## src/rtl/key_scan_ctrl_if.sv

```systemverilog
// Keypad scanner bus: decoder drive, column returns and the key-code valid/ready handshake.
// master = scanner side, slave = keypad/consumer side.
interface key_scan_ctrl_if;
    logic       en;
    logic [2:0] a;
    logic [2:0] s;
    logic [3:0] col;
    logic [4:0] code;
    logic       valid;
    logic       ready;

    modport master (
        input  en,
        input  col,
        input  ready,
        output a,
        output s,
        output code,
        output valid
    );

    modport slave (
        output en,
        output col,
        output ready,
        input  a,
        input  s,
        input  code,
        input  valid
    );
endinterface

```

## src/rtl/key_scan_ctrl.sv

```systemverilog
// Matrix-keypad scanner driving a 3-to-8 row decoder, with press/release debounce and a
// valid/ready key-code output. Optional auto-repeat is built when KEYSCAN_REPEAT_EN is defined.
module key_scan_ctrl #(
    parameter int unsigned DWELL    = 4,
    parameter int unsigned DEBOUNCE = 3,
    parameter int unsigned REPEAT   = 64
) (
    input logic             clk,
    input logic             rst,
    key_scan_ctrl_if.master bus
);
    localparam int unsigned DwW  = (DWELL > 1) ? $clog2(DWELL) : 1;
    localparam int unsigned CntW = $clog2(DEBOUNCE + 1);

    if (DWELL < 2 || DEBOUNCE < 2 || REPEAT < 1) begin : g_bad_param
        $error("key_scan_ctrl: DWELL and DEBOUNCE must be >= 2, REPEAT >= 1");
    end

    typedef enum logic [2:0] {
        StIdle,
        StScan,
        StConfirm,
        StHold,
        StRelease
    } state_e;

    state_e            r_state;
    logic   [2:0]      r_row;
    logic   [DwW-1:0]  r_dwell;
    logic   [CntW-1:0] r_cnt;
    logic   [4:0]      r_cand;
    logic   [4:0]      r_code;
    logic              r_valid;
    logic   [2:0]      r_s;

    state_e            w_state_d;
    logic   [2:0]      w_row_d;
    logic   [DwW-1:0]  w_dwell_d;
    logic   [CntW-1:0] w_cnt_d;
    logic   [4:0]      w_cand_d;
    logic   [4:0]      w_code_d;
    logic              w_valid_d;
    logic   [2:0]      w_s_d;

    logic              w_hit;
    logic   [1:0]      w_idx;
    logic   [4:0]      w_key;
    logic              w_dwell_end;
    logic   [CntW-1:0] w_cnt_inc;
    logic              w_cnt_done;

`ifdef KEYSCAN_REPEAT_EN
    localparam int unsigned RptW = $clog2(REPEAT + 1);

    logic   [RptW-1:0] r_rpt;
    logic   [RptW-1:0] w_rpt_d;
`endif

    // Column 0 has the highest priority when several columns are pulled low.
    always_comb begin
        w_idx = 2'd3;
        if (!bus.col[0]) begin
            w_idx = 2'd0;
        end else if (!bus.col[1]) begin
            w_idx = 2'd1;
        end else if (!bus.col[2]) begin
            w_idx = 2'd2;
        end
    end

    assign w_hit       = (bus.col != 4'hF);
    assign w_key       = {r_row, w_idx};
    assign w_dwell_end = (r_dwell == DwW'(DWELL - 1));
    assign w_cnt_inc   = r_cnt + 1'b1;
    assign w_cnt_done  = (w_cnt_inc == CntW'(DEBOUNCE));

    always_comb begin
        w_state_d = r_state;
        w_row_d   = r_row;
        w_dwell_d = r_dwell;
        w_cnt_d   = r_cnt;
        w_cand_d  = r_cand;
        w_code_d  = r_code;
        w_valid_d = r_valid;
        w_s_d     = r_s;
`ifdef KEYSCAN_REPEAT_EN
        w_rpt_d   = r_rpt;
`endif

        unique case (r_state)
            StIdle: begin
                if (bus.en) begin
                    w_state_d = StScan;
                    w_row_d   = 3'd0;
                    w_dwell_d = '0;
                    w_s_d     = 3'b001;
                end
            end

            StScan: begin
                if (!bus.en) begin
                    w_state_d = StIdle;
                    w_row_d   = 3'd0;
                    w_dwell_d = '0;
                    w_s_d     = 3'b000;
                end else if (w_dwell_end) begin
                    w_dwell_d = '0;
                    if (w_hit) begin
                        w_state_d = StConfirm;
                        w_cand_d  = w_key;
                        w_cnt_d   = CntW'(1);
                    end else begin
                        w_row_d = r_row + 3'd1;
                    end
                end else begin
                    w_dwell_d = r_dwell + 1'b1;
                end
            end

            StConfirm: begin
                if (w_hit && (w_key == r_cand)) begin
                    if (w_cnt_done) begin
                        w_state_d = StHold;
                        w_code_d  = r_cand;
                        w_valid_d = 1'b1;
                    end else begin
                        w_cnt_d = w_cnt_inc;
                    end
                end else begin
                    w_state_d = StScan;
                    w_row_d   = r_row + 3'd1;
                    w_dwell_d = '0;
                end
            end

            StHold: begin
                if (bus.ready) begin
                    w_state_d = StRelease;
                    w_valid_d = 1'b0;
                    w_cnt_d   = '0;
`ifdef KEYSCAN_REPEAT_EN
                    w_rpt_d   = '0;
`endif
                end
            end

            StRelease: begin
                if (!w_hit) begin
                    if (w_cnt_done) begin
                        w_state_d = StScan;
                        w_row_d   = r_row + 3'd1;
                        w_dwell_d = '0;
                        w_cnt_d   = '0;
                    end else begin
                        w_cnt_d = w_cnt_inc;
                    end
`ifdef KEYSCAN_REPEAT_EN
                    w_rpt_d = '0;
`endif
                end else begin
                    w_cnt_d = '0;
`ifdef KEYSCAN_REPEAT_EN
                    // A key still held on the same column re-fires after REPEAT cycles.
                    if (w_key == r_code) begin
                        if ((r_rpt + 1'b1) == RptW'(REPEAT)) begin
                            w_state_d = StHold;
                            w_valid_d = 1'b1;
                            w_rpt_d   = '0;
                        end else begin
                            w_rpt_d = r_rpt + 1'b1;
                        end
                    end else begin
                        w_rpt_d = '0;
                    end
`endif
                end
            end

            default: begin
                w_state_d = StIdle;
                w_row_d   = 3'd0;
                w_dwell_d = '0;
                w_cnt_d   = '0;
                w_valid_d = 1'b0;
                w_s_d     = 3'b000;
            end
        endcase
    end

    always_ff @(posedge clk) begin
        if (rst) begin
            r_state <= StIdle;
            r_row   <= 3'd0;
            r_dwell <= '0;
            r_cnt   <= '0;
            r_cand  <= 5'd0;
            r_code  <= 5'd0;
            r_valid <= 1'b0;
            r_s     <= 3'b000;
        end else begin
            r_state <= w_state_d;
            r_row   <= w_row_d;
            r_dwell <= w_dwell_d;
            r_cnt   <= w_cnt_d;
            r_cand  <= w_cand_d;
            r_code  <= w_code_d;
            r_valid <= w_valid_d;
            r_s     <= w_s_d;
        end
    end

`ifdef KEYSCAN_REPEAT_EN
    always_ff @(posedge clk) begin
        if (rst) begin
            r_rpt <= '0;
        end else begin
            r_rpt <= w_rpt_d;
        end
    end
`endif

    assign bus.a     = r_row;
    assign bus.s     = r_s;
    assign bus.code  = r_code;
    assign bus.valid = r_valid;

endmodule

```

## src/flat_wrapper.sv

```systemverilog
// flat-port wrapper written by rule: the top's interface ports become plain ports
module key_scan_ctrl_flat 
#(
    parameter int unsigned DWELL    = 4,
    parameter int unsigned DEBOUNCE = 3,
    parameter int unsigned REPEAT   = 64
)
  (clk, rst, bus_en, bus_col, bus_ready, bus_a, bus_s, bus_code, bus_valid);
  key_scan_ctrl_if bus_i ();
  input logic clk;
  input logic rst;
  input wire logic [$bits(bus_i.en)-1:0] bus_en;
  input wire logic [$bits(bus_i.col)-1:0] bus_col;
  input wire logic [$bits(bus_i.ready)-1:0] bus_ready;
  output wire logic [$bits(bus_i.a)-1:0] bus_a;
  output wire logic [$bits(bus_i.s)-1:0] bus_s;
  output wire logic [$bits(bus_i.code)-1:0] bus_code;
  output wire logic [$bits(bus_i.valid)-1:0] bus_valid;
  assign bus_i.en = bus_en;
  assign bus_i.col = bus_col;
  assign bus_i.ready = bus_ready;
  assign bus_a = bus_i.a;
  assign bus_s = bus_i.s;
  assign bus_code = bus_i.code;
  assign bus_valid = bus_i.valid;
  key_scan_ctrl #(.DWELL(DWELL), .DEBOUNCE(DEBOUNCE), .REPEAT(REPEAT)) u_core (.clk(clk), .rst(rst), .bus(bus_i));
endmodule
```

## config.mk

```make
export PLATFORM = sky130hd
export DESIGN_NAME = key_scan_ctrl_flat
export DESIGN_NICKNAME = d
export VERILOG_FILES = /design/src/rtl/key_scan_ctrl_if.sv /design/src/rtl/key_scan_ctrl.sv /design/src/flat_wrapper.sv
export SDC_FILE = /design/constraint.sdc
export NUM_CORES = 1
export LEC_CHECK = 0
export CORE_ASPECT_RATIO = 1.5
export CORE_MARGIN = 5
export CORE_UTILIZATION = 50
export DETAILED_ROUTE_END_ITERATION = 8
export PLACE_DENSITY = 0.75
export SLEW_MARGIN = 15
export SYNTH_ARGS = -nofsm -noshare
export SYNTH_HDL_FRONTEND = slang
export SYNTH_SLANG_ARGS = --single-unit
```

## constraint.sdc

```tcl
create_clock -name clk -period 3.5 [get_ports clk]
set_clock_uncertainty 0.2 [all_clocks]
set_input_delay 0.35 -clock clk [delete_from_list [all_inputs] [get_ports clk]]
set_output_delay 0.35 -clock clk [all_outputs]
set_load 0.02 [all_outputs]
```

==> results of run 1 <==
how the worst max path moves through the flow:
stage                                    from                           end  slack (ps)
6_report                           bus_col[0]  u_core.r_cnt[1]$_SDFFE_PP0P_        1340
2_1_floorplan    u_core.bus.a[0]$_SDFFE_PP0P_  u_core.r_cnt[1]$_SDFFE_PP0P_        1600
4_1_cts                            bus_col[0]  u_core.r_cnt[1]$_SDFFE_PP0P_        1350
3_3_place_gp                       bus_col[0]  u_core.bus.a[2]$_SDFFE_PP0P_        1060
3_5_place_dp                       bus_col[0]  u_core.r_cnt[1]$_SDFFE_PP0P_        1020
5_1_grt        u_core.r_state[2]$_SDFFE_PP0P_  u_core.r_cnt[1]$_SDFFE_PP0P_        1180
power groups by stage:
stage	sequential [mW]	clock (mW)	combinational, mW
6_report	0.270	0.141	0.0737
5_1_grt	0.272	0.155	0.0816
2_1_floorplan	0.271	0	0.0535
3_3_place_gp	0.275	0	0.0718
3_5_place_dp	0.276	0	0.0731
4_1_cts	0.270	0.145	0.0735
cells in the mapped netlist, types with 2 or more instances:
| cell | number |
|---|---|
| or2_0 | 2 |
| buf_4 | 2 |
| buf_2 | 2 |
| nor2_1 | 18 |
| inv_1 | 7 |
| o211ai_1 | 3 |
| nand4_1 | 4 |
| nand2_1 | 10 |
| nand2b_1 | 3 |
| ha_1 | 5 |
| o21ai_0 | 6 |
| xnor2_1 | 4 |
| nand3_1 | 2 |
| a21oi_1 | 13 |
| nor3_1 | 5 |
| dfxtp_1 | 22 |
| nor2b_1 | 6 |
| mux2i_1 | 11 |
| clkbuf_1 | 4 |
cells in the final DEF, fill, tap and decap left out, types with 3 or more instances in the layout:
master	n
inv_1	7
a21oi_1	13
ha_1	5
xnor2_1	4
clkbuf_4	3
clkdlybuf4s50_1	17
nor3_1	5
dfxtp_1	22
nor2_1	18
nand4_1	4
o21ai_0	6
o211ai_1	3
nand2_1	10
nor2b_1	6
nand2b_1	3
mux2i_1	11
logic make-up (layout without fill, tap and decap cells):
logic type | after synthesis | in the layout
fa+ha+maj | 5 | 5
simple gates | 62 | 62
mux | 12 | 12
buf+inv | 15 | 28
flops | 22 | 22
compound gates | 33 | 33
other cells | 1 | 2
xor+xnor | 5 | 5
routing by layer:
| metal | wire [um] | up-vias |
|---|---|---|
| met5 | 0 | - |
| met4 | 48 | 0 |
| met3 | 96 | 6 |
| met2 | 1585 | 23 |
| met1 | 1216 | 547 |
| li1 | - | 572 |
area by class of cell:
class | count | area, um^2
fill | 224 | 969.7
timing repair buffer | 17 | 170.2
inverter | 7 | 26.28
sequential | 22 | 440.4
multi-input combinational | 119 | 817.0
tap | 36 | 45.04
clock buffer | 4 | 36.28
worst min-delay path, stage by stage (launching register included):
cell,delay [ps]
dfxtp_1,340
o31ai_1,60
a21oi_1,60
registers in the layout (all words and copies together) (netlist names):
name and cells:
u_core.bus.a 3, u_core.r_cnt 2, u_core.bus.s 1, u_core.bus.code 5
u_core.bus.valid 1, u_core.r_dwell 2, u_core.r_cand 5, u_core.r_state 3
per-stage QoR:
step	cell area, um^2	setup slack [ps]
6_report	1535	1339
5_1_grt	1535	1179
4_1_cts	1535	1348
3_5_place_dp	1499	1020
3_3_place_gp	1499	1060
2_1_floorplan	1324	1600
==> results_dict.tcl, run 1 <==
set metrics [dict create \
    synth.mux.area_fraction_pct 9.194 \
    syn_to_final_growth_pct 16.30 \
    maxSlewHeadroom_pct 44.03 \
    finalSetupTns_ps 0 \
    hold_start "u_core.r_dwell[1]$_SDFFE_PP0P_" \
    post-route-util_pct 61.29 \
    grt_max_degree 24 \
    viasPerCell 5.600 \
    hpwl_um 2197 \
    die_w_um 51.95 \
    pin_count 20 \
    synth_seq_area_share_pct 33.36 \
    dieHeight_um 72.93 \
    synth_top_family_by_area "simple AND/OR/NAND/NOR gates" \
    cts.path.max_buffers 2 \
    power.internal_uw 352.4 \
    netlist_area_um2 1320 \
    grt-busiest-layer "met2" \
    r2r_slack_ps 1340 \
    drv_slew 0 \
    drc_errors 0 \
    port_buffers 17 \
    pwr-share-clk_pct 29.1 \
    critical_path_buf_inv_count 1 \
    route.vias.total 1148 \
    synth_ff_type "dfxtp_1" \
    seqPwrFrac_pct 55.7 \
    synth_compound_area_share_pct 17.54 \
    core-area_um2 2505 \
    worstSkewPairLatency_ps 310 \
    grt_pass1_wl_um 5181 \
    grt_overflow_total 0 \
    synth_seq_cells 22 \
    fin_cells 205 \
    grt_antenna_before_repair 0 \
    reg2regPathDepth 5 \
    hp-class "flip-flop to flip-flop" \
    hold_violations 0 \
    root_buffer "clkbuf_4" \
    final.period_utilization_pct 61.74 \
    wl_per_cell_um 14.37 \
    fmax_ghz 0.4628 \
    p_per_area_nw_per_um2 315.8 \
    reg2reg_from "u_core.r_state[2]$_SDFFE_PP0P_" \
    start_util_pct 52.70 \
    crit_arrival_ps 2170 \
    grt_usage_pct 17.52 \
    hold_path_depth 2 \
    crit_family "buffers and inverters" \
    post_synth_and_or_nand_nor_area_fraction_pct 26.54 \
    hold-path-endpoint "u_core.r_dwell[1]$_SDFFE_PP0P_" \
    use_met1_pct 19.75 \
    cts_setup_buffers 0 \
    holdWs_ps 292.9 \
    setup_violations 0 \
    synthArstFlopShare_pct 0 \
    grt_pass1_vias 1149 \
    required_ps 3510 \
    period_needed_ps 2161 \
    grtUsageMet3_pct 3.272 \
    synth_xor_area_share_pct 3.318 \
    worstReg2RegEnd "u_core.r_cnt[1]$_SDFFE_PP0P_" \
    yosysTopAreaCell "dfxtp_1" \
    maxCapViolations 0 \
    crit_chain "clkdlybuf4s50_1 > nand4_1 > nand4_1 > a21oi_1 > o31a_1 > mux2_1" \
    postCtsHoldBufs 0 \
    drt-total-wl_um 2946 \
    synth_area_leaders "dfxtp_1 33%, mux2i_1 8.3%, nor2_1 5.1%" \
    cellLeakagePower_nw 0.5454 \
    path_class "primary input to flip-flop" \
    cts_sinks 22 \
    synthAdderAreaFrac_pct 4.739 \
    status "complete, no violations" \
    crit_path_top_delay_cell "clkdlybuf4s50_1" \
    synth_edf_count 0 \
    tritoncts "built" \
    row_count 22 \
    layout-drive-gt1-share_pct 7.692 \
    power_frac_comb_pct 15.2 \
    antenna_cells 0 \
    switching_share_pct 27.30 \
    tightest_slew_ps 836.9 \
    crit_path_max_incr_delay_ps 530 \
    detail_route.first_pass.iterations 4 \
    clk_pin_slew_ps 120 \
    netlist_instances 155 \
    critPathMostFrequentCell "nand4_1" \
    p_sw_uw 132.4 \
    die-area_um2 3789 \
    ir_worst_vdd_mv 0.2589 \
    place.gp.congestion 0.8332 \
    cts_max_level 1 \
    cts-resized-gates 0 \
    use_met2_pct 32.03 \
    end_kind "flip-flop" \
    cp_num_cells 6 \
    synth_cell_types 45 \
    drt_iter0_drc 37 \
    dp.cells 201 \
    antenna_left 0 \
    ys_warn_count 0 \
    cp_max_fo 7 \
    yosysTopAreaCellShare_pct 33.36 \
    rsz0062_at_grt "false" \
    fin_total_pwr_uw 484.7 \
    startpoint_type "primary input" \
    syn_avg_cell_area_um2 8.516 \
    nets 183 \
    numCtsBuffers 3 \
]
Power figures use the tool's default switching activity.
==> inputs of run 2 (changes only) <==
- clock period: 3.5 -> 2.1 ns (I/O delays scaled with it)
==> run 2 against run 1 <==
Effect of this change:
- critical path depth unchanged
- clock-buffer cell count did not move
- combinational power is 140% higher
==> results_dict.tcl, run 2 (same netlist as run 1, synthesis figures left out) <==
set metrics [dict create \
    grt_antenna_before_repair 0 \
    startpoint_type "primary input" \
    grt_overflow_total 0 \
    syn_to_final_growth_pct 31.28 \
    crit_chain "clkdlybuf4s50_1 > and4_4 > and3_4 > nor4_4 > o41a_1 > a31o_1" \
    crit_family "buffers and inverters" \
    crit_path_max_incr_delay_ps 600 \
    switching_share_pct 27.21 \
    place.gp.congestion 0.8858 \
    nets 208 \
    path_class "primary input to flip-flop" \
    die_w_um 51.95 \
    multiInputGateArea_um2 825.8 \
    wl_per_cell_um 13.92 \
    hold_violations 0 \
    setup_violations 0 \
    holdWs_ps 262.3 \
    detail_route.first_pass.iterations 4 \
    port_buffers 17 \
    layout_common_cells "25 x buf_4, 21 x dfxtp_1, 18 x nor2_1" \
    hold_start "bus_ready" \
    reg2regPathDepth 7 \
    final.period_utilization_pct 92.11 \
    end_kind "flip-flop" \
    crit_path_top_delay_cell "clkdlybuf4s50_1" \
    final_common_cell "buf_4" \
    reg2reg_from "u_core.r_cnt[0]$_SDFFE_PP0P_" \
    power_frac_comb_pct 20.7 \
    fin_total_pwr_uw 849.8 \
    antenna_cells 0 \
    status "complete, no violations" \
    power.internal_uw 618.5 \
    p_sw_uw 231.2 \
    required_ps 2120 \
    cp_num_cells 6 \
    n_fill_cell 190 \
    viasPerCell 5.448 \
    clk_pin_slew_ps 120 \
    pin_count 20 \
    hpwl_um 2563 \
    grt_pass1_vias 1261 \
    cp_max_fo 7 \
    worst_slack_ps 165.8 \
    crit_arrival_ps 1960 \
    cellLeakagePower_nw 0.6740 \
    cts_max_level 1 \
    grt_pass1_wl_um 5478 \
    start_util_pct 52.70 \
    finalSetupTns_ps 0 \
    drv_slew 0 \
    drt_iter0_drc 39 \
    worstReg2RegEnd "u_core.r_cnt[1]$_SDFFE_PP0P_" \
    root_buffer "clkbuf_4" \
    pwr-share-clk_pct 27.9 \
    fin_area_um2 1733 \
    critical_path_buf_inv_count 1 \
    seqPwrFrac_pct 51.4 \
    dp_slack_ps -161.1 \
    row_count 22 \
    tritoncts "built" \
    core-area_um2 2505 \
    grt_max_degree 13 \
    place_area_um2 1687 \
    numCtsBuffers 3 \
    regArea_um2 441.7 \
    drt-total-wl_um 3202 \
    hold_path_depth 3 \
    dieHeight_um 72.93 \
    hold-path-endpoint "u_core.r_state[2]$_SDFFE_PP0P_" \
    worstSkewPairLatency_ps 320 \
    antenna_left 0 \
    hp-class "primary input to flip-flop" \
    layout-drive-gt1-share_pct 20.10 \
    period_needed_ps 1934 \
    p_per_area_nw_per_um2 490.4 \
    rsz0062_at_grt "false" \
    cts.path.max_buffers 2 \
    route.vias.total 1253 \
    cts_sinks 22 \
    maxCapViolations 0 \
    ir_worst_vdd_mv 0.3514 \
    grt_usage_pct 18.81 \
    drc_errors 0 \
    die-area_um2 3789 \
    r2r_slack_ps 180 \
    fmax_ghz 0.5170 \
]
[run 2: changes by cell type in the layout (fill, tap and decap cells not counted), sizes merged]
cell,previous run,this run
buf,0,25
[run 2: timing repair]
item / in CTS / in global routing
hold buffers: 0 / 0
endpoints found under the hold margin: 0 / 0
endpoints found under the setup margin: 0 / 4
gates resized for setup: 0 / 2
setup buffers: 0 / 0
[run 2: power by group through the flow]
stage                     registers, mW  clock network (mW)  logic [mW]
final                             0.437               0.237       0.176
after global routing              0.437               0.266       0.191
after detailed placement          0.446                   0       0.171
after CTS                         0.437               0.244       0.172
after floorplan                   0.451                   0      0.0891
after global placement            0.445                   0       0.167
[run 2: routing by layer]
metal,track usage (%),part of all wire (%)
met1,20.88,41
met2,33.01,53
met3,2.863,2.6
met4,10.79,3.2
met5,0,0
[run 2: final cells by class]
class	count	area share, %
multi-input combinational	119	47.65
sequential	22	25.49
timing repair buffer	42	20.65
tap	36	2.599
clock buffer	4	2.094
inverter	7	1.516
[run 2: worst max path at each step]
stage                                   start                             end
6_report                           bus_col[0]    u_core.bus.a[2]$_SDFFE_PP0P_
3_3_place_gp                       bus_col[0]    u_core.bus.a[2]$_SDFFE_PP0P_
4_1_cts        u_core.r_state[2]$_SDFFE_PP0P_    u_core.r_cnt[1]$_SDFFE_PP0P_
2_1_floorplan    u_core.bus.a[0]$_SDFFE_PP0P_    u_core.r_cnt[1]$_SDFFE_PP0P_
3_5_place_dp                       bus_col[0]    u_core.bus.a[2]$_SDFFE_PP0P_
5_1_grt                            bus_col[0]  u_core.r_dwell[0]$_SDFFE_PP0P_
[run 2: through the flow]
stage / instances / util (%)
2_1_floorplan: 156 / -
6_report: 230 / 69.18
3_3_place_gp: 226 / 67.33
4_1_cts: 230 / 68.78
5_1_grt: 230 / 69.18
3_5_place_dp: 226 / 67.33
[run 2: worst reg2reg max path, delay by kind of cell (launching register included)]
kind | cells | cell delay, ps
AND/OR/NAND/NOR | 1 | 100
flip-flops | 1 | 390
buffers and inverters | 1 | 80
adder cells (fa/ha/maj) | 1 | 270
multiplexers | 1 | 330
AO/OA/AOI/OAI | 3 | 440
==> inputs of run 3 (changes only) <==
- GPL_TIMING_DRIVEN: not set -> 0
==> run 3 against run 2 <==
Effect of this change:
- clock power hardly changed
- first-iteration DRC count is 49% lower
- final cell count is 6.5% lower
- clock-buffer cell count stayed put
- die area stayed put
==> results_dict.tcl, run 3 (same netlist as run 1, synthesis figures left out) <==
set metrics [dict create \
    layout_common_cells "22 x dfxtp_1, 18 x nor2_1, 15 x clkdlybuf4s50_1" \
    critPathMostFrequentCell "nand4_1" \
    path_class "primary input to flip-flop" \
    grt_antenna_before_repair 0 \
    p_sw_uw 225.6 \
    postCtsHoldBufs 0 \
    wl_met3_um 100 \
    worstSkewPairLatency_ps 310 \
    reg2regPathDepth 7 \
    dieHeight_um 72.93 \
    place.gp.congestion 0.8897 \
    cts_sinks 22 \
    grt_max_degree 13 \
    critPathLaunch "bus_col[1]" \
    p_per_area_nw_per_um2 509.2 \
    grt_overflow_total 0 \
    drc_errors 0 \
    maxCapViolations 0 \
    hp-class "primary input to flip-flop" \
    route.vias.total 1183 \
    nets 193 \
    layout-drive-gt1-share_pct 11.73 \
    final.period_utilization_pct 97.31 \
    wl_per_cell_um 13.78 \
    worst_slack_ps 56.52 \
    startpoint_type "primary input" \
    grt_usage_pct 16.86 \
    period_needed_ps 2043 \
    hpwl_um 2271 \
    dr.max_layer_used "met4" \
    cts.path.max_buffers 2 \
    required_ps 2120 \
    clk_pin_slew_ps 130 \
    tritoncts "built" \
    worstReg2RegEnd "u_core.bus.code[3]$_SDFFE_PP0P_" \
    die_w_um 51.95 \
    seqPwrFrac_pct 53.8 \
    finalSetupTns_ps 0 \
    final_common_cell "dfxtp_1" \
    fin_area_um2 1612 \
    start_util_pct 52.70 \
    ir_worst_vdd_mv 0.3991 \
    core-area_um2 2505 \
    cp_max_fo 5 \
    status "complete, no violations" \
    drt-total-wl_um 2963 \
    wl_met1_um 1276 \
    power.internal_uw 595.0 \
    crit_arrival_ps 2060 \
    dp_slack_ps -306.2 \
    route.met2.wl_um 1563 \
    syn_to_final_growth_pct 22.09 \
    fmax_ghz 0.4894 \
    port_buffers 17 \
    drt_iter0_drc 20 \
    die-area_um2 3789 \
    grt_pass1_wl_um 4961 \
    crit_chain "clkdlybuf4s50_1 > nand4_1 > nand4_1 > a211oi_2 > o41a_1 > a31o_1" \
    cellLeakagePower_nw 0.6079 \
    hold_violations 0 \
    endpoint "u_core.bus.a[2]$_SDFFE_PP0P_" \
    holdWs_ps 228.3 \
    place_area_um2 1539 \
    viasPerCell 5.502 \
    r2r_slack_ps 80 \
    setup_violations 0 \
    antenna_cells 0 \
    end_kind "flip-flop" \
    detail_route.first_pass.iterations 4 \
    numCtsBuffers 3 \
    grt_pass1_vias 1101 \
    drv_slew 0 \
    cts_max_level 1 \
    antenna_left 0 \
    crit_path_max_incr_delay_ps 540 \
    crit_path_top_delay_cell "clkdlybuf4s50_1" \
    pwr-share-clk_pct 28.9 \
    power_frac_comb_pct 17.3 \
    post-route-util_pct 64.34 \
    root_buffer "clkbuf_4" \
    row_count 22 \
    reg2reg_from "u_core.r_state[0]$_SDFFE_PP0P_" \
    pin_count 20 \
    switching_share_pct 27.49 \
]
-- run 3: cell count changes in the layout (fill, tap and decap cells not counted), moves of 2 or more --
cell	before	now
buf_2	0	2
clkbuf_1	0	3
clkdlybuf4s50_1	17	15
buf_4	25	5
dlymetal6s2s_1	0	2
-- run 3: area by class of cell --
cell class | instances | area, um^2
fill | 215 | 893.4
multi-input combinational | 119 | 829.5
sequential | 22 | 440.4
timing repair buffer | 20 | 197.7
tap | 36 | 45.04
clock buffer | 4 | 36.28
buffer | 7 | 36.28
inverter | 7 | 26.28
-- run 3: worst max-delay path: cells and delay by family --
kind	cells	cell delay [ps]
simple gates	2	560
compound gates	3	760
buf+inv	1	540
-- run 3: stage by stage --
stage               power, mW  cells
floorplan              0.5402    156
global placement       0.5839    209
detailed placement     0.5870    209
CTS                    0.8202    213
global route           0.8601    215
finish                 0.8205    215
-- run 3: timing repair --
item / in CTS / in global routing
gates resized for setup: 0 / 4
setup endpoints to repair: 0 / 9
endpoints found under the hold margin: 0 / 0
setup buffers: 0 / 3
-- run 3: layer usage --
metal | GRT usage, % | up-vias
met1 | 21.01 | 565
met3 | 2.658 | 2
met2 | 28.67 | 23
li1 | - | 593
met5 | 0 | -
met4 | 6.122 | 0
-- run 3: power groups by stage --
stage               sequential [mW]  combinational, mW  clock [mW]
floorplan                     0.451             0.0891           0
global placement              0.448              0.136           0
detailed placement            0.449              0.138           0
CTS                           0.440              0.139       0.242
global route                  0.443              0.156       0.261
finish                        0.442              0.142       0.237
-- run 3: worst min path at each step --
stage,from,end,cells after the start
after floorplan,bus_ready,u_core.r_state[2]$_SDFFE_PP0P_,2
after global placement,u_core.r_dwell[1]$_SDFFE_PP0P_,u_core.r_dwell[1]$_SDFFE_PP0P_,2
after detailed placement,u_core.r_dwell[1]$_SDFFE_PP0P_,u_core.r_dwell[1]$_SDFFE_PP0P_,2
after CTS,u_core.r_dwell[1]$_SDFFE_PP0P_,u_core.r_dwell[1]$_SDFFE_PP0P_,2
after global routing,bus_col[0],u_core.r_cand[0]$_SDFFE_PP0P_,4
final,bus_col[0],u_core.r_cand[1]$_SDFFE_PP0P_,5
